`config.mk`:
```
export PLATFORM = sky130hd
export DESIGN_NAME = cpu_clk_ctrl
export DESIGN_NICKNAME = d
export VERILOG_FILES = /design/src/rtl/cpu_clk_ctrl.sv
export SDC_FILE = /design/constraint.sdc
export NUM_CORES = 1
export LEC_CHECK = 0
export CAP_MARGIN = 40
export CELL_PAD_IN_SITES_DETAIL_PLACEMENT = 1
export CELL_PAD_IN_SITES_GLOBAL_PLACEMENT = 2
export CORE_ASPECT_RATIO = 1.5
export CORE_MARGIN = 8
export CORE_UTILIZATION = 26
export CTS_BUF_LIST = sky130_fd_sc_hd__clkbuf_16
export DETAILED_ROUTE_END_ITERATION = 12
export GPL_TIMING_DRIVEN = 0
export MAX_ROUTING_LAYER = met4
export PLACE_DENSITY_LB_ADDON = 0.2
export SETUP_SLACK_MARGIN = 0.3
export SLEW_MARGIN = 20
export SYNTH_ARGS = -nofsm -noshare
export SYNTH_HDL_FRONTEND = slang
export SYNTH_SLANG_ARGS = --single-unit
```
`constraint.sdc`:
```
create_clock -name clk -period 2 [get_ports clk]
set_input_delay 0.6 -clock clk [delete_from_list [all_inputs] [get_ports clk]]
set_output_delay 0.6 -clock clk [all_outputs]
set_load 0.1 [all_outputs]
```
`src/rtl/cpu_clk_ctrl.sv`:
```
// CPU clock sequencer: glitch-free fast/slow tap selection, pause, and
// debounced single-step, with a registered Clk_CPU that never emits runt pulses.
module cpu_clk_ctrl #(
   parameter int FAST_BIT    = 3,
   parameter int SLOW_BIT    = 23,
   parameter int DB_CYCLES   = 16,
   parameter int STEP_CYCLES = 4
) (
   input  logic        clk,
   input  logic        rst,
   input  logic [31:0] clkdiv,
   input  logic        SW2,
   input  logic        SW_Pause,
   input  logic        BTN_Step,
   output logic        Clk_CPU,
   output logic        cpu_rise,
   output logic        paused,
   output logic [15:0] step_cnt
);

   localparam int DBW = $clog2(DB_CYCLES + 1);
   localparam int PHW = $clog2(STEP_CYCLES + 1);
   localparam logic [DBW-1:0] DB_LAST   = DBW'(DB_CYCLES);
   localparam logic [PHW-1:0] STEP_LAST = PHW'(STEP_CYCLES - 1);

   typedef enum logic [2:0] {
      ST_RUN     = 3'd0,
      ST_PAUSED  = 3'd1,
      ST_STEP_HI = 3'd2,
      ST_STEP_LO = 3'd3,
      ST_RESUME  = 3'd4
   } state_t;

   state_t           state_r;
   logic [1:0]       sw2_sync_r;
   logic [1:0]       pause_sync_r;
   logic [1:0]       btn_sync_r;
   logic             sw2_s;
   logic             pause_s;
   logic             btn_s;
   logic [DBW-1:0]   db_cnt_r;
   logic [DBW-1:0]   db_inc_s;
   logic             btn_db_r;
   logic             btn_db_d_r;
   logic             step_req_s;
   logic             tap_sel_r;
   logic             tap_s;
   logic             clk_nx_s;
   logic [PHW-1:0]   ph_cnt_r;
   logic             clkdiv_unused_s;

   assign sw2_s      = sw2_sync_r[1];
   assign pause_s    = pause_sync_r[1];
   assign btn_s      = btn_sync_r[1];
   assign db_inc_s   = db_cnt_r + DBW'(1);
   assign step_req_s = btn_db_r & ~btn_db_d_r;
   assign tap_s      = tap_sel_r ? clkdiv[SLOW_BIT] : clkdiv[FAST_BIT];
   assign paused     = (state_r == ST_PAUSED) || (state_r == ST_STEP_HI) ||
                       (state_r == ST_STEP_LO);
   assign clkdiv_unused_s = ^clkdiv;

   // Two-flop synchronizers for the asynchronous switch and button inputs
   always_ff @(posedge clk) begin
      if (rst) begin
         sw2_sync_r   <= 2'b00;
         pause_sync_r <= 2'b00;
         btn_sync_r   <= 2'b00;
      end else begin
         sw2_sync_r   <= {sw2_sync_r[0], SW2};
         pause_sync_r <= {pause_sync_r[0], SW_Pause};
         btn_sync_r   <= {btn_sync_r[0], BTN_Step};
      end
   end

   // Button debounce: a new level is accepted after DB_CYCLES stable cycles
   always_ff @(posedge clk) begin
      if (rst) begin
         db_cnt_r   <= '0;
         btn_db_r   <= 1'b0;
         btn_db_d_r <= 1'b0;
      end else begin
         btn_db_d_r <= btn_db_r;
         if (btn_s == btn_db_r) begin
            db_cnt_r <= '0;
         end else if (db_inc_s == DB_LAST) begin
            btn_db_r <= btn_s;
            db_cnt_r <= '0;
         end else begin
            db_cnt_r <= db_inc_s;
         end
      end
   end

   // Tap switches only while both taps and the output are low, so no phase is cut short
   always_ff @(posedge clk) begin
      if (rst) begin
         tap_sel_r <= 1'b0;
      end else if (!Clk_CPU && !clkdiv[FAST_BIT] && !clkdiv[SLOW_BIT]) begin
         tap_sel_r <= sw2_s;
      end else begin
         tap_sel_r <= tap_sel_r;
      end
   end

   // Next value of Clk_CPU, shared by the output register and the rise detector
   always_comb begin
      clk_nx_s = 1'b0;
      case (state_r)
         ST_RUN:     clk_nx_s = tap_s;
         ST_PAUSED:  clk_nx_s = step_req_s;
         ST_STEP_HI: clk_nx_s = (ph_cnt_r != STEP_LAST);
         ST_STEP_LO: clk_nx_s = 1'b0;
         ST_RESUME:  clk_nx_s = 1'b0;
         default:    clk_nx_s = 1'b0;
      endcase
   end

   // Sequencing state machine with registered clock and step outputs
   always_ff @(posedge clk) begin
      if (rst) begin
         state_r  <= ST_RUN;
         Clk_CPU  <= 1'b0;
         cpu_rise <= 1'b0;
         step_cnt <= 16'd0;
         ph_cnt_r <= '0;
      end else begin
         Clk_CPU  <= clk_nx_s;
         cpu_rise <= clk_nx_s & ~Clk_CPU;
         case (state_r)
            ST_RUN: begin
               if (pause_s && !Clk_CPU && !tap_s) state_r <= ST_PAUSED;
            end
            ST_PAUSED: begin
               if (step_req_s) begin
                  state_r  <= ST_STEP_HI;
                  ph_cnt_r <= '0;
               end else if (!pause_s) begin
                  state_r <= ST_RESUME;
               end
            end
            ST_STEP_HI: begin
               if (ph_cnt_r == STEP_LAST) begin
                  state_r  <= ST_STEP_LO;
                  ph_cnt_r <= '0;
               end else begin
                  ph_cnt_r <= ph_cnt_r + PHW'(1);
               end
            end
            ST_STEP_LO: begin
               if (ph_cnt_r == STEP_LAST) begin
                  state_r  <= ST_PAUSED;
                  ph_cnt_r <= '0;
                  step_cnt <= step_cnt + 16'd1;
               end else begin
                  ph_cnt_r <= ph_cnt_r + PHW'(1);
               end
            end
            ST_RESUME: begin
               if (pause_s) state_r <= ST_PAUSED;
               else if (!tap_s) state_r <= ST_RUN;
            end
            default: state_r <= ST_RUN;
         endcase
      end
   end

endmodule

```
==> results.md <==
* EDFF count, synth at 0
* Vias per cell at between 4 and 5
* Synth Flop Type: dfxtp_1
* Post-synthesis instance total at approximately 180
* Antenna-violating nets left at 0
* Hold Crit Class: flip-flop to flip-flop
* Slew HR at 0.601
* Vias at 1,514
* Placed Area at ~2300 um2
* Area grow syn2layout at 64.5%
* Reg-to-reg setup timing slack at approximately 200 ps
* All-Layer GR Usage at 0.112
* CTS buffer count at 5
* DP HPWL at ~3400 um
* Async SR Flop Fraction at 0
* WP data required at 2200 ps
* Final hold vios at 0
* Min-delay src: pause_sync_r[0]$_SDFF_PP0_
* WL/cell at between 15 and 20 um
* Area leader, netlist: dfxtp_1
* Share of the synthesized area in the top cell type at 0.464
* Grt total ovfl at 0
* Chip height at roughly 110 um
* Initial antenna violation count at 0
* Leakage at between 1 and 1.5 nW
* N_diodes at 0
* Hold buffer count at cts at 0
* Top cells by area, synth: dfxtp_1 (46%), nor2_1 (4.4%), a21oi_1 (4.3%), nor2b_1 (3.8%), xnor2_1 (3.7%)
* Status: complete, no violations
* Worst R2R End: step_cnt[10]$_SDFFE_PP0P_
* Buffers on Ports at 24
* Register bit total from synthesis at 38
* Pwr Total at approximately 0.0017 W
* Worst-Margin Slew at around 600 ps
* Post-synthesis cell area at 1640 um2
* Post-Place Worst Slack at -44.3 ps
* Final worst-path cycle share at 0.901
* Clock Pin Slew Worst Setup and Hold Paths at 60 ps
* Wire length of the first global-routing pass at 7710 um
* Sequential fraction of the synthesis area at 0.464
* Syn avg cell area at 9.16 um2
* Nets at 278
* Worst vdd ir at slightly above 0.4 mV
* Num rows at 35
* Worst reg-to-reg path cell count at 6
* Max Cap Violations at 0
* Synth warnings at 0
* Die Span X at 80.8 um
* Most frequent cell after synthesis: dfxtp_1
* DR pass1 iterations at 4
* Hold path endpoint: pause_sync_r[1]$_SDFF_PP0_
* Routability Congestion at just under 0.7
* Routed WL at about 4800 um
* Placed cell count at between 200 and 300
* CTS HTree Levels at 2
* PwrDens at between 600 and 700 nW/um2
* WP data arrival at around 2000 ps
* CP Launch Type: flip-flop
* DIE AREA at 9150 um2
* Distinct cells, synth at 40
* Fmax at roughly 550 MHz
* Final-layout fill cell count at just under 700
* Finished Layout Cells at between 300 and 400
* Boundary pin count at 56
* Pin count of the biggest net entering global routing at 13
* Initial Util at 0.267
* Crit Reg-Reg Startpoint: ph_cnt_r[0]$_SDFFE_PP0P_
* Core Area at between 6000 and 7000 um2
* Final slew viol count at 0
* Critical-path maximum fanout at 8
* Setup CP Type: flip-flop to flip-flop
* Final setup margin at just under 200 ps
* Worst-case clock buffer depth at 2
* Cell area after layout at ~2700 um2
* Clock Skew at approximately 6.2 ps
* Vias in the first global route at about 1,600
* Initial drt markers at 56
* Drc violations at 0
* CTS tree: yes
* Root Buffer: clkbuf_16
* Skew-Pair Late Insertion Delay at between 200 and 300 ps
* Post-Syn Nets at 220
* Finish-stage setup viols at 0
* Fin Hold WS at approximately 430 ps
* # clock sinks at 38
* Worst Setup End Kind: flip-flop
* RSZ-0062 raised after global routing: true
* Final min period at about 1800 ps
* Layout cell share with drive strength beyond 1 at 0.357
* Hold depth at 1
* Top post-synthesis cells by count: dfxtp_1 (38), nor2_1 (19), a21oi_1 (14)
power breakdown:
group	leakage, nW	internal [W]	switching (W)
clock network	0.0836	0.000583	0.000311
registers	0.320	0.000756	0.00000550
logic	0.619	0.0000364	0.0000509
through the flow:
stage	TNS, ps	util
final	0	0.440
after global routing	0	0.440
after CTS	0	0.430
after detailed placement	-49.5	0.377
after global placement	-1930	0.331
after floorplan	0	-
what timing repair did:
item,in CTS,in global routing
pin swaps,3,3
gates resized for setup,66,22
buffers inserted,4,6
setup endpoints to repair,27,19
worst max-delay path by stage:
| stage | from | end | slack (ps) | cells after the start |
|---|---|---|---|---|
| floorplan | step_cnt[0]$_SDFFE_PP0P_ | step_cnt[8]$_SDFFE_PP0P_ | 150 | 6 |
| global placement | state_r[2]$_SDFFE_PP0P_ | paused | -430 | 3 |
| detailed placement | state_r[2]$_SDFFE_PP0P_ | paused | -40 | 4 |
| CTS | ph_cnt_r[1]$_SDFFE_PP0P_ | step_cnt[10]$_SDFFE_PP0P_ | 190 | 6 |
| global route | ph_cnt_r[0]$_SDFFE_PP0P_ | step_cnt[10]$_SDFFE_PP0P_ | 160 | 6 |
| finish | ph_cnt_r[0]$_SDFFE_PP0P_ | step_cnt[10]$_SDFFE_PP0P_ | 200 | 6 |
worst max-delay path, cell delays in order (launching register included):
cell and delay (ps):
dfxtp_2 350, ha_4 160, nand3b_4 70, or4_4 520
buf_8 150, or3_4 330, a21oi_2 140
flip-flops by register name, indices dropped and copies added (netlist names):
register,cells
pause_sync_r,2
sw2_sync_r,2
btn_db_r,1
step_cnt,16
cpu_rise,1
tap_sel_r,1
db_cnt_r,5
btn_db_d_r,1
Clk_CPU,1
btn_sync_r,2
ph_cnt_r,3
state_r,3
routing by layer:
layer	global-route usage	vias up	routed length [um]
li1	-	748	-
met1	0.102	743	1780
met2	0.215	18	2810
met3	0.0262	5	136
met4	0.0395	0	46
met5	-	-	0
final cells by class:
cell class	count	area, um2	share of cell area
multi-input cells	129	903	0.335
flip-flops and latches	38	803	0.298
repair buffers	51	653	0.242
clock buffers	5	125	0.0464
well taps	74	92.6	0.0343
plain buffers	8	63.8	0.0237
clock inverters	3	40.0	0.0148
inverters	4	15.0	0.00557
placed cells by master (no fill, tap or decap), types with 2 or more instances in the layout:
| master | count |
|---|---|
| dfxtp_1 | 20 |
| buf_12 | 20 |
| nor2_1 | 17 |
| nor2b_1 | 10 |
| a21oi_1 | 10 |
| o21ai_0 | 10 |
| dfxtp_2 | 10 |
| buf_4 | 9 |
| nand2_1 | 8 |
| nand3_1 | 8 |
| dfxtp_4 | 8 |
| xnor2_1 | 7 |
| clkbuf_2 | 7 |
| or3_1 | 6 |
| clkdlybuf4s15_1 | 6 |
| nor3_1 | 5 |
| clkbuf_16 | 5 |
| clkdlybuf4s50_1 | 5 |
| clkbuf_1 | 4 |
| inv_1 | 4 |
| xor2_1 | 4 |
| a21oi_2 | 4 |
| buf_6 | 3 |
| nand4_1 | 3 |
| nand3b_1 | 3 |
| nor2_4 | 2 |
| nand2b_1 | 2 |
| mux2_2 | 2 |
| and4_1 | 2 |
| or3_4 | 2 |
| ha_1 | 2 |
| ha_4 | 2 |
| clkinv_2 | 2 |
| dlygate4sd2_1 | 2 |
| clkdlybuf4s15_2 | 2 |
logic make-up after synthesis:
| logic type | Yosys count | share of synthesized area |
|---|---|---|
| buffers and inverters | 12 | 0.0336 |
| adder cells (fa/ha/maj) | 4 | 0.0305 |
| flip-flops | 38 | 0.464 |
| XOR/XNOR | 11 | 0.0588 |
| AND/OR/NAND/NOR | 79 | 0.279 |
| multiplexers | 3 | 0.0198 |
| AO/OA/AOI/OAI | 32 | 0.114 |
Note: power is estimated with default switching activity, not from simulation.
